## config.mk

```make
export PLATFORM = sky130hd
export DESIGN_NAME = fp16_raddsub_front_flat
export DESIGN_NICKNAME = d
export VERILOG_FILES = /design/src/rtl/fp16_raddsub_front_if.sv /design/src/rtl/fp16_raddsub_front.sv /design/src/flat_wrapper.sv
export SDC_FILE = /design/constraint.sdc
export NUM_CORES = 1
export LEC_CHECK = 0
export ABC_AREA = 1
export ABC_CLOCK_PERIOD_IN_PS = 11400
export BUFFER_PORTS_ARGS = -buffer_cell sky130_fd_sc_hd__buf_2
export CAP_MARGIN = 20
export CORE_MARGIN = 8
export CORE_UTILIZATION = 66
export DETAILED_ROUTE_END_ITERATION = 10
export MAX_ROUTING_LAYER = met4
export PLACE_DENSITY = 0.91
export SYNTH_ARGS = -nofsm -noshare
export SYNTH_HDL_FRONTEND = slang
export SYNTH_SLANG_ARGS = --single-unit
```

## constraint.sdc

```tcl
create_clock -name vclk -period 11.4
set_clock_uncertainty 0.05 [all_clocks]
set_input_delay 1.14 -clock vclk [all_inputs]
set_output_delay 1.14 -clock vclk [all_outputs]
set_load 0.01 [all_outputs]
```

## src/rtl/fp16_raddsub_front_if.sv

```systemverilog
// Operand/result bundle for the FP16 add/subtract front half.
// The master drives the operands and the op flag; the slave (the datapath)
// returns the raw mantissa result together with sign, exponent and special flags.
interface fp16_raddsub_front_if;
   logic [15:0] arg_0;   // operand X {sign, exp[4:0], frac[9:0]}
   logic [15:0] arg_1;   // operand Y
   logic        arg_2;   // 1 = X-Y, 0 = X+Y
   logic [21:0] ret_0;   // raw mantissa: [21] carry, [20] hidden, [19:10] frac, [9:0] guard ext
   logic        ret_1;   // result sign
   logic        ret_2;   // raw mantissa result is zero
   logic [4:0]  ret_3;   // exponent of the larger-magnitude operand
   logic        ret_4;   // either operand has exponent 31
   logic        ret_5;   // NaN result

   modport master (
      output arg_0, arg_1, arg_2,
      input  ret_0, ret_1, ret_2, ret_3, ret_4, ret_5
   );

   modport slave (
      input  arg_0, arg_1, arg_2,
      output ret_0, ret_1, ret_2, ret_3, ret_4, ret_5
   );
endinterface

```

## src/rtl/fp16_raddsub_front.sv

```systemverilog
// FP16 add/subtract front half: magnitude sort, unpack/align, raw mantissa add.
// Purely combinational (latency 0). clk/rst are accepted for pipeline
// uniformity with the back half but drive no state, so the outputs follow the
// operands at all times, including while reset is asserted.
module fp16_raddsub_front (
   input  logic                 clk,
   input  logic                 rst,
   fp16_raddsub_front_if.slave  bus
);

   localparam int MANT_W = 21;   // {hidden, frac[9:0], 10 guard-extension bits}

   // clk/rst have no loads; fold them into one deliberately unused net.
   logic unused_clk_rst;
   assign unused_clk_rst = clk ^ rst;

   // ------------------------------------------------------------------
   // S0: sort by magnitude
   // ------------------------------------------------------------------
   logic        x_sign;
   logic        y_sign_eff;
   logic        swap;
   logic        eff_sub;
   logic        a_sign;
   logic [4:0]  a_exp;
   logic [4:0]  b_exp;
   logic [9:0]  a_frac;
   logic [9:0]  b_frac;

   // Pick A as the larger magnitude; on an exact magnitude tie X stays A.
   always_comb begin
      x_sign     = bus.arg_0[15];
      y_sign_eff = bus.arg_1[15] ^ bus.arg_2;
      swap       = (bus.arg_1[14:0] > bus.arg_0[14:0]);
      eff_sub    = x_sign ^ y_sign_eff;
      a_sign     = x_sign;
      a_exp      = bus.arg_0[14:10];
      a_frac     = bus.arg_0[9:0];
      b_exp      = bus.arg_1[14:10];
      b_frac     = bus.arg_1[9:0];
      if (swap) begin
         a_sign = y_sign_eff;
         a_exp  = bus.arg_1[14:10];
         a_frac = bus.arg_1[9:0];
         b_exp  = bus.arg_0[14:10];
         b_frac = bus.arg_0[9:0];
      end
   end

   // ------------------------------------------------------------------
   // S1: unpack and align
   // ------------------------------------------------------------------
   logic [MANT_W-1:0] a_mant;
   logic [MANT_W-1:0] b_mant;
   logic [4:0]        shift_amt;
   logic [MANT_W-1:0] lost_mask;
   logic [MANT_W-1:0] b_shifted;
   logic              b_sticky;
   logic [MANT_W-1:0] b_aligned;

   // Exponent 0 (zero or denormal) flushes to a zero mantissa; a zero B
   // takes A's exponent so it is never shifted.
   always_comb begin
      a_mant    = (a_exp == 5'd0) ? '0 : {1'b1, a_frac, 10'b0};
      b_mant    = (b_exp == 5'd0) ? '0 : {1'b1, b_frac, 10'b0};
      shift_amt = (b_exp == 5'd0) ? 5'd0 : (a_exp - b_exp);
   end

   // Bit gi of B is shifted out whenever the alignment distance exceeds gi.
   // Distances of 21 or more mark every bit as lost.
   generate
      for (genvar gi = 0; gi < MANT_W; gi++) begin : g_lost_mask
         assign lost_mask[gi] = (shift_amt > 5'(gi));
      end
   endgenerate

   // Right-shift B and collapse everything shifted out into bit 0 (sticky).
   always_comb begin
      b_shifted = b_mant >> shift_amt;
      b_sticky  = |(b_mant & lost_mask);
      b_aligned = b_shifted | {{(MANT_W-1){1'b0}}, b_sticky};
   end

   // ------------------------------------------------------------------
   // S2: raw add/subtract and result flags
   // ------------------------------------------------------------------
   logic [MANT_W:0] mant_sum;
   logic            sum_zero;
   logic            x_is_max_exp;
   logic            y_is_max_exp;
   logic            x_is_nan;
   logic            y_is_nan;
   logic            x_is_inf;
   logic            y_is_inf;
   logic            special;
   logic            nan_result;
   logic            result_sign;

   // A >= B in magnitude, so the difference can never go negative.
   always_comb begin
      if (eff_sub) begin
         mant_sum = {1'b0, a_mant} - {1'b0, b_aligned};
      end else begin
         mant_sum = {1'b0, a_mant} + {1'b0, b_aligned};
      end
      sum_zero = (mant_sum == '0);
   end

   // Classify inf/NaN operands from the raw inputs.
   always_comb begin
      x_is_max_exp = (bus.arg_0[14:10] == 5'h1F);
      y_is_max_exp = (bus.arg_1[14:10] == 5'h1F);
      x_is_nan     = x_is_max_exp && (bus.arg_0[9:0] != 10'd0);
      y_is_nan     = y_is_max_exp && (bus.arg_1[9:0] != 10'd0);
      x_is_inf     = x_is_max_exp && (bus.arg_0[9:0] == 10'd0);
      y_is_inf     = y_is_max_exp && (bus.arg_1[9:0] == 10'd0);
      special      = x_is_max_exp | y_is_max_exp;
      nan_result   = x_is_nan | y_is_nan | (x_is_inf & y_is_inf & eff_sub);
   end

   // Sign selection. An inf/NaN operand always sorts as A, so A's sign covers
   // the special case. An exact zero from cancellation is +0; a zero from an
   // effective add only arises from two same-signed zeros and keeps that sign.
   always_comb begin
      result_sign = a_sign;
      if (!special && sum_zero) begin
         result_sign = eff_sub ? 1'b0 : x_sign;
      end
   end

   // Drive the result bundle.
   always_comb begin
      bus.ret_0 = mant_sum;
      bus.ret_1 = result_sign;
      bus.ret_2 = sum_zero;
      bus.ret_3 = a_exp;
      bus.ret_4 = special;
      bus.ret_5 = nan_result;
   end

endmodule

```

## src/flat_wrapper.sv

```systemverilog
// flat-port wrapper written by rule: the top's interface ports become plain ports
module fp16_raddsub_front_flat 
  (clk, rst, bus_arg_0, bus_arg_1, bus_arg_2, bus_ret_0, bus_ret_1, bus_ret_2, bus_ret_3, bus_ret_4, bus_ret_5);
  fp16_raddsub_front_if bus_i ();
  input  logic clk;
  input  logic rst;
  input wire logic [$bits(bus_i.arg_0)-1:0] bus_arg_0;
  input wire logic [$bits(bus_i.arg_1)-1:0] bus_arg_1;
  input wire logic [$bits(bus_i.arg_2)-1:0] bus_arg_2;
  output wire logic [$bits(bus_i.ret_0)-1:0] bus_ret_0;
  output wire logic [$bits(bus_i.ret_1)-1:0] bus_ret_1;
  output wire logic [$bits(bus_i.ret_2)-1:0] bus_ret_2;
  output wire logic [$bits(bus_i.ret_3)-1:0] bus_ret_3;
  output wire logic [$bits(bus_i.ret_4)-1:0] bus_ret_4;
  output wire logic [$bits(bus_i.ret_5)-1:0] bus_ret_5;
  assign bus_i.arg_0 = bus_arg_0;
  assign bus_i.arg_1 = bus_arg_1;
  assign bus_i.arg_2 = bus_arg_2;
  assign bus_ret_0 = bus_i.ret_0;
  assign bus_ret_1 = bus_i.ret_1;
  assign bus_ret_2 = bus_i.ret_2;
  assign bus_ret_3 = bus_i.ret_3;
  assign bus_ret_4 = bus_i.ret_4;
  assign bus_ret_5 = bus_i.ret_5;
  fp16_raddsub_front u_core (.clk(clk), .rst(rst), .bus(bus_i));
endmodule
```

# After elaboration in Yosys (flattened, before gate mapping)
# Index checks and enable logic that the tools add are counted.
# word_totals
elab_cells,62
ff_bits,0
output_inout_bits,31
input_bits,35
# classes
n_eq_ne,2
shift,1
n_reduce_logical,14
muxes,11
n_addsub,3
n_bitwise,9
magnitude_cmp,22
# op_table
op,n
two-way mux 21 bit,2
"> comparator 5 x 4 -> 1 bit, second input constant",8
"> comparator 5 bit, second input constant",5
adder 21 x 21 -> 22 bit,1
zero test 22 bit,1
two-way mux 22 bit,1
subtractor 21 x 21 -> 22 bit,1
bitwise AND 21 bit,1
OR 21 x 1 -> 21 bit,1
OR reduction 21 bit,1
right shift 21 x 5 -> 21 bit,1
"> comparator 5 x 3 -> 1 bit, second input constant",4
zero test 10 bit,2
two-way mux 10 bit,2
nonzero test 10 bit,2
> comparator 15 bit,1
two-way mux 5 bit,3
"== test 5 bit, second input constant",2
"> comparator 5 x 1 -> 1 bit, second input constant",2
"> comparator 5 x 2 -> 1 bit, second input constant",2
zero test 5 bit,2
logical AND 1 bit,5
subtractor 5 bit,1
two-way mux 1 bit,3
4 further kinds,8

# Longest topological paths before layout
# depth
word_depth,13
mapped_depth,54
depth_no_buf,53

# Least setup slack after synthesis
# Ideal clock, no wire load.
# synth_timing
kind,input to output
startpoint,input port bus_arg_0[10]
endpoint,output port bus_ret_1
n_path_buf,2
setup_slack_ns,3.494
path_stages,46
t_arrival_ns,6.716
required_ns,10.210
cell_sequence,inv_1 > ha_1 > nand2_2 > inv_1 > nand2_1 > nand2_1 > a21oi_1 > nand2_4 > nand2_4 > buf_6 > nand2_1 > nand2_1 > nand2_1 > ha_1 > nand2_2 > inv_2 > buf_2 > nor2_1 > (+10 left out) > nor3_1 > nand4_1 > o31ai_1 > xnor2_1 > inv_1 > ha_1 > nand2_1 > nor3_1 > and2_1 > a221oi_1 > nand2_1 > nand2_1 > nand2_1 > nor2_1 > nand3_1 > nor2_1 > nand3_1 > nand2_1
# synth_between
elab_chain_cells,13
word_cells_on_any_way,46
cone_classes,add/sub: 3; order compare: 22; eq/ne: 1; shift: 1; mux: 10; bitwise: 3; reduce/logical: 6
# synth_rtl
item,line_no,rtl
from (decl),flat_wrapper.sv:7,input wire logic [$bits(bus_i.arg_0)-1:0] bus_arg_0;
> comparator 15 bit,fp16_raddsub_front.sv:34,swap = (bus.arg_1[14:0] > bus.arg_0[14:0]);
two-way mux 5 bit,fp16_raddsub_front.sv:41,if (swap) begin
subtractor 5 bit or zero test 5 bit (tied branches),"fp16_raddsub_front.sv:66, fp16_raddsub_front.sv:65",
two-way mux 5 bit,fp16_raddsub_front.sv:66,shift_amt = (b_exp == 5'd0) ? 5'd0 : (a_exp - b_exp);
> comparator 5 x 1 -> 1 bit (tied with other cells),fp16_raddsub_front.sv:73,assign lost_mask[gi] = (shift_amt > 5'(gi));
bitwise AND 21 bit,fp16_raddsub_front.sv:80,b_sticky = |(b_mant & lost_mask);
OR reduction 21 bit,fp16_raddsub_front.sv:80,
OR 21 x 1 -> 21 bit,fp16_raddsub_front.sv:81,"b_aligned = b_shifted | {{(MANT_W-1){1'b0}}, b_sticky};"
adder 21 x 21 -> 22 bit or subtractor 21 x 21 -> 22 bit (tied branches),"fp16_raddsub_front.sv:104, fp16_raddsub_front.sv:102",
two-way mux 22 bit *,fp16_raddsub_front.sv:101,if (eff_sub) begin
via bus_ret_0[21],flat_wrapper.sv:10,output wire logic [$bits(bus_i.ret_0)-1:0] bus_ret_0;
zero test 22 bit *,fp16_raddsub_front.sv:106,sum_zero = (mant_sum == '0);
logical AND 1 bit *,fp16_raddsub_front.sv:126,if (!special && sum_zero) begin
two-way mux 1 bit *,fp16_raddsub_front.sv:126,
to (decl),flat_wrapper.sv:11,output wire logic [$bits(bus_i.ret_1)-1:0] bus_ret_1;
# The timed path passes the listed nets; every way through them passes the cells marked *.

# Worst setup path after layout
# layout_timing
startpoint,input port bus_arg_0[10]
endpoint,output port bus_ret_1
# layout_between
elab_chain_cells,13
word_cells_on_any_way,46
cone_classes,add/sub: 3; order compare: 22; eq/ne: 1; shift: 1; mux: 10; bitwise: 3; reduce/logical: 6
# layout_rtl
item,line_no
> comparator 15 bit,fp16_raddsub_front.sv:34
two-way mux 5 bit,fp16_raddsub_front.sv:41
subtractor 5 bit or zero test 5 bit (tied branches),"fp16_raddsub_front.sv:66, fp16_raddsub_front.sv:65"
two-way mux 5 bit,fp16_raddsub_front.sv:66
> comparator 5 x 1 -> 1 bit (tied with other cells),fp16_raddsub_front.sv:73
bitwise AND 21 bit,fp16_raddsub_front.sv:80
OR reduction 21 bit,fp16_raddsub_front.sv:80
OR 21 x 1 -> 21 bit,fp16_raddsub_front.sv:81
adder 21 x 21 -> 22 bit or subtractor 21 x 21 -> 22 bit (tied branches),"fp16_raddsub_front.sv:104, fp16_raddsub_front.sv:102"
two-way mux 22 bit,fp16_raddsub_front.sv:101
zero test 22 bit,fp16_raddsub_front.sv:106
logical AND 1 bit,fp16_raddsub_front.sv:126
two-way mux 1 bit *,fp16_raddsub_front.sv:126
# Mark *: on every way between the ends. The rest lies on a longest branch, timed or not.

==> results.md <==
- Setup TNS: 0 ns
- Largest net degree at the start of global routing: 42
- Clock buffers: 0
- Sw Ratio: 0.676
- Min-delay src: bus_arg_0[11]
- Most used cell, CP: nand2_1
- Max Slew Vio Count: 0
- Ys Warns: 0
- Global-route wire length before repair: ~23000 µm
- Die Y: 96.3 µm
- Antenna Violating Nets Remaining: 0
- Final setup fails: 0
- Worst path max stage delay: 0.61 ns
- Port Buffers: 64
- Final Hold Fails: 0
- Post-synth top cells: nand2_1 (221), nand3_1 (132), inv_1 (114)
- Post-synthesis cell count: 817
- Initial antenna violation count: 0
- Peak fanout along the critical path: 41
- Cell-internal power: 252 µW
- Residual DRC: 0
- Mapped Nets: 881
- Core Footprint: 0.00631 mm²
- Worst VDD drop: between 150 and 200 µV
- Peak Freq: 0.102 GHz
- Per-cell routed wire length: 15.0 µm
- Via count: 5601
- Top cells by area, synth: nand2_1 (19%), nand3_1 (16%), inv_1 (10%), ha_1 (8.5%), nor2_1 (7.8%)
- Leak Pwr: between 0.002 and 0.003 µW
- Fill cells: 600
- RSZ-0062 raised after global routing: false
- Avg Cell Area, Syn: 5.21 µm²
- Worst Max-Slew Pin Slew: 0.662 ns
- Fin crit share: 0.864
- CP Data Arrival Time: between 8 and 9 ns
- Fraction of layout cells with a size suffix above 1: 0.153
- Cell area after synthesis: 0.00426 mm²
- Remaining Overflow, GRT: 0
- Number of global-route vias before repair: 5147
- Synth top area share: 0.195
- Net switching power: roughly 520 µW
- CP Launch Type: primary input
- Comb pwr share: 1.000
- Req. time, crit path: 10.21 ns
- Status: finished, final reports clean
- Dpl ws: 1.72 ns
- # hold bufs at CTS: 0
- Crit-path slowest cell: ha_1
- Slack of the critical path: 1.55 ns
- Clock share of power: 0
- Hold Path Cell Cnt: 4
- Seq cells: 0
- Seq/Total Area, Yosys: 0
- Post-synth top area cell: nand2_1
- Number of I/O pins: 66
- ANT cells: 0
- Initial Util: 0.674
- Die span in x: 96.3 µm
- Count of cell types in the netlist: 47
- Worst Hold End: bus_ret_3[1]
- Seq pwr share: 0
- Worst setup EP type: output pin
- Most instantiated library cell after synthesis: nand2_1
- Pwr dens: 171 mW/mm²
- # Max-Cap Violations: 0
- PostCTS Resize Cnt: 0
- Vias per cell: 5.96
- FP Rows: 29
- GP Congestion: 1.07
- Total wire length: 14100 µm
- Relative slew slack: 0.554
- Die area: 0.00928 mm²
- Period minus WS final: 9.85 ns
- Post-DP HPWL: around 12000 µm
- P&R area growth vs syn: 6.52%
- Critical Setup Path Class: primary input to output pin
- Initial DRC count: 446
- Register Area: 0 µm²
- Fin nets: approximately 930
- Worst min-delay path class: primary input to output pin
- GRT Util Overall: 0.310
- First-pass DRT Iterations: 7
- Postcts setup bufs: 0
worst max path at each step:
stage | startpoint | cells after the start | endpoint
CTS | bus_arg_0[10] | 46 | bus_ret_1
global route | bus_arg_0[10] | 46 | bus_ret_1
detailed placement | bus_arg_0[10] | 46 | bus_ret_1
global placement | bus_arg_0[10] | 46 | bus_ret_1
finish | bus_arg_0[10] | 46 | bus_ret_1
floorplan | bus_arg_0[10] | 46 | bus_ret_1
power by group through the flow:
stage / Combinational [µW] / Sequential (µW) / Clock [µW]
final: 776 / 0 / 0
after floorplan: 582 / 0 / 0
after global routing: 867 / 0 / 0
after CTS: 758 / 0 / 0
after detailed placement: 756 / 0 / 0
after global placement: 732 / 0 / 0
kinds of logic after synthesis:
family                     share of synthesized area
xor gates and xnor gates                      0.0411
buffers and inverters                          0.143
and+or+nand+nor                                0.619
AOI/OAI and AO/OA                              0.113
adders and majority gates                     0.0852
layout by cell type, fill, tap and decap left out, types with 9 or more instances in the layout:
cell	Yosys	routed
a211oi_1	10	10
a21oi_1	26	26
buf_2	3	64
ha_1	29	29
inv_1	114	114
nand2_1	221	221
nand2_2	19	19
nand3_1	132	132
nand3b_1	9	9
nand4_1	19	19
nor2_1	89	89
nor2_2	10	10
nor2_4	9	9
nor3_1	9	9
o21ai_0	28	28
xnor2_1	10	10
xor2_1	10	10
critical path, delay by kind of cell:
family | cells | cell delay, ns
buffers and inverters | 8 | 0.82
adder cells (fa/ha/maj) | 3 | 1.23
AND/OR/NAND/NOR | 33 | 5.21
XOR/XNOR | 1 | 0.16
AO/OA/AOI/OAI | 1 | 0.07
layout make-up:
cell class         instances  area, µm²  share of cell area
inverters                124        468               0.103
multi-input cells        674       3650               0.805
well taps                 77       96.3              0.0212
repair buffers            64        320              0.0706
metrics by stage:
step	std cells	hold slack, ns	total power, µW	instance area [µm²]	util
5_1_grt	939	2.64	867	4540	0.718
3_3_place_gp	939	2.60	732	4540	0.718
6_report	939	2.61	776	4540	0.718
4_1_cts	939	2.60	758	4540	0.718
2_1_floorplan	817	2.35	582	4260	-
3_5_place_dp	939	2.60	756	4540	0.718
routing by layer:
metal | vias up | wire (µm) | global-route usage
met2 | 302 | 6370 | 0.511
li1 | 2770 | - | -
met5 | - | 0 | -
met4 | 0 | 514 | 0.112
met3 | 49 | 1570 | 0.0359
met1 | 2480 | 5630 | 0.378
(Power assumes the default switching activity.)
